File: src/rtl/period_meter.sv
// Measures period and high time of a slow asynchronous square wave in clk_in
// cycles, strobing each new result and flagging loss of signal via timeout.
module period_meter #(
  parameter int                 CNT_W   = 26,
  parameter logic [CNT_W-1:0]   TIMEOUT = 26'd60000000
) (
  input  logic             clk_in,
  input  logic             rst,
  input  logic             en,
  input  logic             sig_in,
  output logic [CNT_W-1:0] period,
  output logic [CNT_W-1:0] high_time,
  output logic             period_valid,
  output logic             timeout,
  output logic             locked
);

  typedef enum logic {IDLE, MEASURE} state_t;

  localparam logic [CNT_W-1:0] CNT_ONE = {{(CNT_W-1){1'b0}}, 1'b1};

  logic             r_s1, r_s2, r_s3;
  logic             w_rise, w_fall;

  state_t           r_state, w_state_nxt;
  logic [CNT_W-1:0] r_cnt, w_cnt_nxt;
  logic [CNT_W-1:0] r_hcap, w_hcap_nxt;
  logic [CNT_W-1:0] r_period, w_period_nxt;
  logic [CNT_W-1:0] r_high, w_high_nxt;
  logic             r_pv, w_pv_nxt;
  logic             r_to, w_to_nxt;
  logic             r_locked, w_locked_nxt;

  // Two flops settle metastability; the third holds the previous level for edge detection.
  // NOTE: sequential state uses non-blocking (<=) so every flop samples pre-edge values.
  always_ff @(posedge clk_in or posedge rst) begin
    if (rst) begin
      r_s1 <= 1'b0;
      r_s2 <= 1'b0;
      r_s3 <= 1'b0;
    end else begin
      r_s1 <= sig_in;
      r_s2 <= r_s1;
      r_s3 <= r_s2;
    end
  end

  assign w_rise = r_s2 & ~r_s3;
  assign w_fall = ~r_s2 & r_s3;

  // NOTE: every signal is defaulted before the case so no path can infer a latch.
  always_comb begin
    w_state_nxt  = r_state;
    w_cnt_nxt    = r_cnt;
    w_hcap_nxt   = r_hcap;
    w_period_nxt = r_period;
    w_high_nxt   = r_high;
    w_pv_nxt     = 1'b0;
    w_to_nxt     = 1'b0;
    w_locked_nxt = r_locked;

    case (r_state)
      IDLE: begin
        w_cnt_nxt    = '0;
        w_locked_nxt = 1'b0;
        if (w_rise && en) begin
          w_cnt_nxt   = CNT_ONE;
          w_state_nxt = MEASURE;
        end
      end
      MEASURE: begin
        if (!en) begin
          w_state_nxt  = IDLE;
          w_cnt_nxt    = '0;
          w_locked_nxt = 1'b0;
        end else if (w_rise) begin
          // A rise landing exactly on the timeout count still counts as a valid period.
          w_period_nxt = r_cnt;
          w_high_nxt   = r_hcap;
          w_pv_nxt     = 1'b1;
          w_locked_nxt = 1'b1;
          w_cnt_nxt    = CNT_ONE;
        end else if (r_cnt == TIMEOUT) begin
          w_to_nxt     = 1'b1;
          w_locked_nxt = 1'b0;
          w_cnt_nxt    = '0;
          w_state_nxt  = IDLE;
        end else begin
          w_cnt_nxt = r_cnt + CNT_ONE;
          if (w_fall) w_hcap_nxt = r_cnt;
        end
      end
      default: w_state_nxt = IDLE;
    endcase
  end

  always_ff @(posedge clk_in or posedge rst) begin
    if (rst) begin
      r_state  <= IDLE;
      r_cnt    <= '0;
      r_hcap   <= '0;
      r_period <= '0;
      r_high   <= '0;
      r_pv     <= 1'b0;
      r_to     <= 1'b0;
      r_locked <= 1'b0;
    end else begin
      r_state  <= w_state_nxt;
      r_cnt    <= w_cnt_nxt;
      r_hcap   <= w_hcap_nxt;
      r_period <= w_period_nxt;
      r_high   <= w_high_nxt;
      r_pv     <= w_pv_nxt;
      r_to     <= w_to_nxt;
      r_locked <= w_locked_nxt;
    end
  end

  assign period       = r_period;
  assign high_time    = r_high;
  assign period_valid = r_pv;
  assign timeout      = r_to;
  assign locked       = r_locked;

endmodule

File: config.mk
export PLATFORM = sky130hd
export DESIGN_NAME = period_meter
export DESIGN_NICKNAME = d
export VERILOG_FILES = /design/src/rtl/period_meter.sv
export SDC_FILE = /design/constraint.sdc
export NUM_CORES = 1
export LEC_CHECK = 0
export ABC_AREA = 1
export CAP_MARGIN = 15
export CORE_MARGIN = 2
export CORE_UTILIZATION = 45
export DETAILED_ROUTE_END_ITERATION = 8
export PLACE_DENSITY = 0.69
export RECOVER_POWER = 100
export SYNTH_ARGS = -nofsm -noshare
export SYNTH_HDL_FRONTEND = slang
export SYNTH_SLANG_ARGS = --single-unit
File: constraint.sdc
create_clock -name clk_in -period 5.4 [get_ports clk_in]
set_input_delay 1.62 -clock clk_in [delete_from_list [all_inputs] [get_ports clk_in]]
set_output_delay 1.62 -clock clk_in [all_outputs]
set_load 0.02 [all_outputs]
Yosys cells after proc, flatten, opt, wreduce, memory -nomap -nowiden
Cells that the tools add are included.
{"block": "totals", "output_inout_bits": 55, "inputBits": 4, "ff_bits": 111, "elab_cells": 45}
{"block": "op_classes", "n_bitwise": 7, "n_eq_ne": 2, "reduce_logical": 3, "mux": 21, "addsub": 1}
{"cell": "26-bit two-way mux", "count": 3}
{"cell": "26-bit case mux with 2 select lines", "count": 1}
{"cell": "26-bit by 1-bit adder with 26-bit output (second input constant)", "count": 1}
{"cell": "26-bit equality test (second input constant)", "count": 1}
{"cell": "1-bit two-way mux", "count": 15}
{"cell": "1-bit NOT", "count": 5}
{"cell": "5-bit AND reduction", "count": 1}
{"cell": "4-bit by 3-bit inequality test with 1-bit output (second input constant)", "count": 1}
{"cell": "1-bit case mux with 2 select lines", "count": 2}
{"cell": "3-bit AND reduction", "count": 1}
{"cell": "1-bit bitwise AND", "count": 2}
{"cell": "1-bit logical AND", "count": 1}

Longest topological paths before layout
{"block": "logic_depth", "ltp_word": 5, "mapped_depth": 10, "ltp_nobuf": 9}

Worst setup path after synthesis
OpenSTA, ideal clock, no wires.
{"block": "synth_timing", "kind": "input-to-reg", "from": "input port en", "to": "register r_hcap[0]", "arrival_ps": 2372, "setup_time_ps": 117, "setup_slack_ps": 2911, "path_buffers": 1, "t_required_ps": 5283, "stages": 5, "cell_sequence": "nor3b_4 nand3_2 buf_6 nand2_1 nand2_1"}
{"block": "synth_between", "elab_chain_len": 1}
{"element": "start, declared", "line_no": "9", "text": "input logic en,"}
{"element": "5-bit AND reduction (no source line)"}
{"element": "end signal, assigned", "line_no": "110", "text": "r_hcap <= w_hcap_nxt;"}
{"element": "end, declared", "line_no": "27", "text": "logic [CNT_W-1:0] r_hcap, w_hcap_nxt;"}
Every way passes these cells.
A chain may end at the register's enable or synchronous reset.

==> results.cfg <==
[drt]
vias = 3729
ant_nets = 0
wl_um = 10600
wl_per_cell_um = 13.6
dr.first_iter.drc_count = 223
drc = 0
firstDrtPassIters = 4
viasPerCell = 4.81

[critical_path]
r2r-end = r_hcap[20]
cp_max_fo = 60
critPathMaxStageDelay_ns = 1.41
end_kind = asynchronous set/reset pin
reg2reg_slack_ns = 2.32
path_cells = dlygate4sd3_1 > clkinvlp_2 > buf_4
crit_end = high_time[12]
crit_arrival_ns = 4.18
reg2regPathDepth = 8
cp_slowest_cell = clkinvlp_2
cp-startpoint = rst
r2r-start = r_cnt[0]
cp-start-kind = input port
worstSetupPathType = in -> async
cp.required_ns = 5.92

[clock_network]
htree_num_levels = 3
clkTransAtPathRegs_ns = 0.10
cts_buffers = 9
clock-sinks = 111
cts_tree = built
cts_hold_buf = 0
clock_path_buffers = 2
post_cts.repair.setup_buffers = 0
cts_resized = 0
root_buffer = clkbuf_8
clk_latency_ns = 0.37

[synthesis]
ys_warn_count = 0
synth-seq-cells = 111
synth_cells = 583
avgSynthCellArea_um2 = 8.38
syn-num-nets = 589
netlist.top_cell.by_area = dfrtp_1
ys_seq_area_share_pct = 56.9
yosys.cell_types.count = 24
synth_top_area_share_pct = 56.9
ys_top_cells_by_area = dfrtp_1 57%, nand2_1 18%, nor2_1 4.8%
syn_area_um2 = 4880

[timing]
fmax_mhz = 274
fin_setup_tns_ns = 0
period_share_pct = 67.7
finalCriticalPeriod_ns = 3.65
hold_viol_final = 0
maxSlewViolCount = 61
tightest_slew_ns = 2.48
slew_headroom_pct = -66.1
rsz0062_at_grt = no
final-setup-viol-count = 0
fin_worst_skew_ns = 0.0124

[global_routing]
grt.overflow.total = 0
antenna_found_initial = 0
track_usage_pct = 19.8
grt_pass1_wl_um = 17900
grt_pass1_vias = 3547
grt_start_max_net_pins = 75

[floorplanning]
core-area_um2 = 10700
io_pins = 59
start_util_pct = 45.7
die_y_um = 108
die_w_um = 108
num_rows = 38
fp.dieArea_um2 = 11700

[layout]
syn_to_final_growth_pct = 16.6
antenna_cells = 0
final_common_cell = nand2_1
drive_gt1_share_pct = 5.03
final_cell_area_um2 = 5690
final_cell_mix = 237 x nand2_1, 111 x dfrtp_1, 64 x nor2_1
nets = 638

[power]
p_clk_share_pct = 34.7
power_density_nw_per_um2 = 240
p_comb_share_pct = 3.4
seq_power_share_pct = 61.9
p_leak_uw = 0.00298
vdd_ir_drop_max_mv = 0.144
p_switching_uw = 335
switching_share_pct = 24.5
p_int_uw = 1030

[job]
max_cap_violations = 1

[min_path]
hold_path_class = reg -> reg
holdPathStages = 0

[outcome]
violations = max-capacitance violations, max-slew violations
outcome = finished with violations

[placed_design]
routabilityCongestion = 0.919
place_area_um2 = 5520
io_buffer_count = 58
place_hpwl_um = 7440
state kept, by name, indices dropped and copies added, names as in the netlist:
name / count
r_s3: 1
r_s2: 1
r_state: 1
period: 26
r_cnt: 26
locked: 1
high_time: 26
period_valid: 1
timeout: 1
r_hcap: 26
r_s1: 1
metrics by stage:
stage / power, µW / instances / util (%) / hold WS, ns / setup WS, ns
detailed placement: 914 / 760 / 51.6 / 0.335 / 1.67
floorplan: 896 / 583 / - / 0.331 / 0.849
CTS: 1380 / 775 / 53.3 / 0.358 / 2.06
global route: 1420 / 776 / 53.2 / 0.379 / 1.30
global placement: 912 / 760 / 51.6 / 0.333 / 1.79
finish: 1370 / 776 / 53.2 / 0.358 / 1.75
worst max-delay path, delay by kind of cell:
kind,cells,cell delay (ns)
buffers and inverters,3,2.52
cell usage after synthesis:
cell / count
nor3b_4: 1
nand3_2: 1
nor3_1: 2
xor2_1: 13
nand2_2: 1
buf_1: 4
buf_4: 3
xnor2_1: 1
nor3b_1: 1
clkbuf_1: 3
buf_2: 10
nand4_1: 28
nor2_1: 63
buf_6: 5
nor2_4: 2
nand3_1: 20
nor2_2: 7
ha_1: 2
o21ai_1: 22
inv_1: 41
dfrtp_1: 111
o21ai_0: 1
nand2_1: 237
inv_2: 4
power by group through the flow:
stage	sequential [µW]	combinational, µW	clock (µW)
floorplan	861	35.0	0
global placement	862	50.3	0
detailed placement	862	51.3	0
CTS	846	51.4	481
global route	848	54.2	514
finish	846	47.0	473
cell families (layout without fill, tap and decap cells):
logic type | count (synthesis) | count (layout) | synth area share (%)
AOI/OAI and AO/OA | 23 | 23 | 2.36
xor gates and xnor gates | 14 | 14 | 2.51
adders and majority gates | 2 | 2 | 0.512
buffers and inverters | 70 | 123 | 6.63
DFF | 111 | 111 | 56.9
and+or+nand+nor | 363 | 363 | 31.1
layer usage:
layer  share of wire, %  routed length (µm)  GRT usage (%)  vias up
li1                   -                   -              -     1905
met1                 51                5340           29.8     1739
met2                 44                4650           29.4       74
met3                4.1                 435           3.74       11
met4                1.4                 146           5.31        0
met5                  0                   0              0        -
worst min-delay path by stage:
stage	to	startpoint	slack [ns]
2_1_floorplan	r_s2	r_s1	0.33
3_3_place_gp	r_s2	r_s1	0.33
3_5_place_dp	r_s2	r_s1	0.33
4_1_cts	r_s2	r_s1	0.36
5_1_grt	r_s2	r_s1	0.38
6_report	r_s2	r_s1	0.36
cell type report:
| type | count | area [µm²] |
|---|---|---|
| clock inverter | 5 | 43.8 |
| clock buffer | 10 | 138 |
| multi-input combinational | 402 | 1760 |
| timing repair buffer | 63 | 631 |
| tap | 140 | 175 |
| inverter | 45 | 170 |
| sequential | 111 | 2780 |
| fill | 1032 | 5000 |
(Power assumes the default switching activity.)
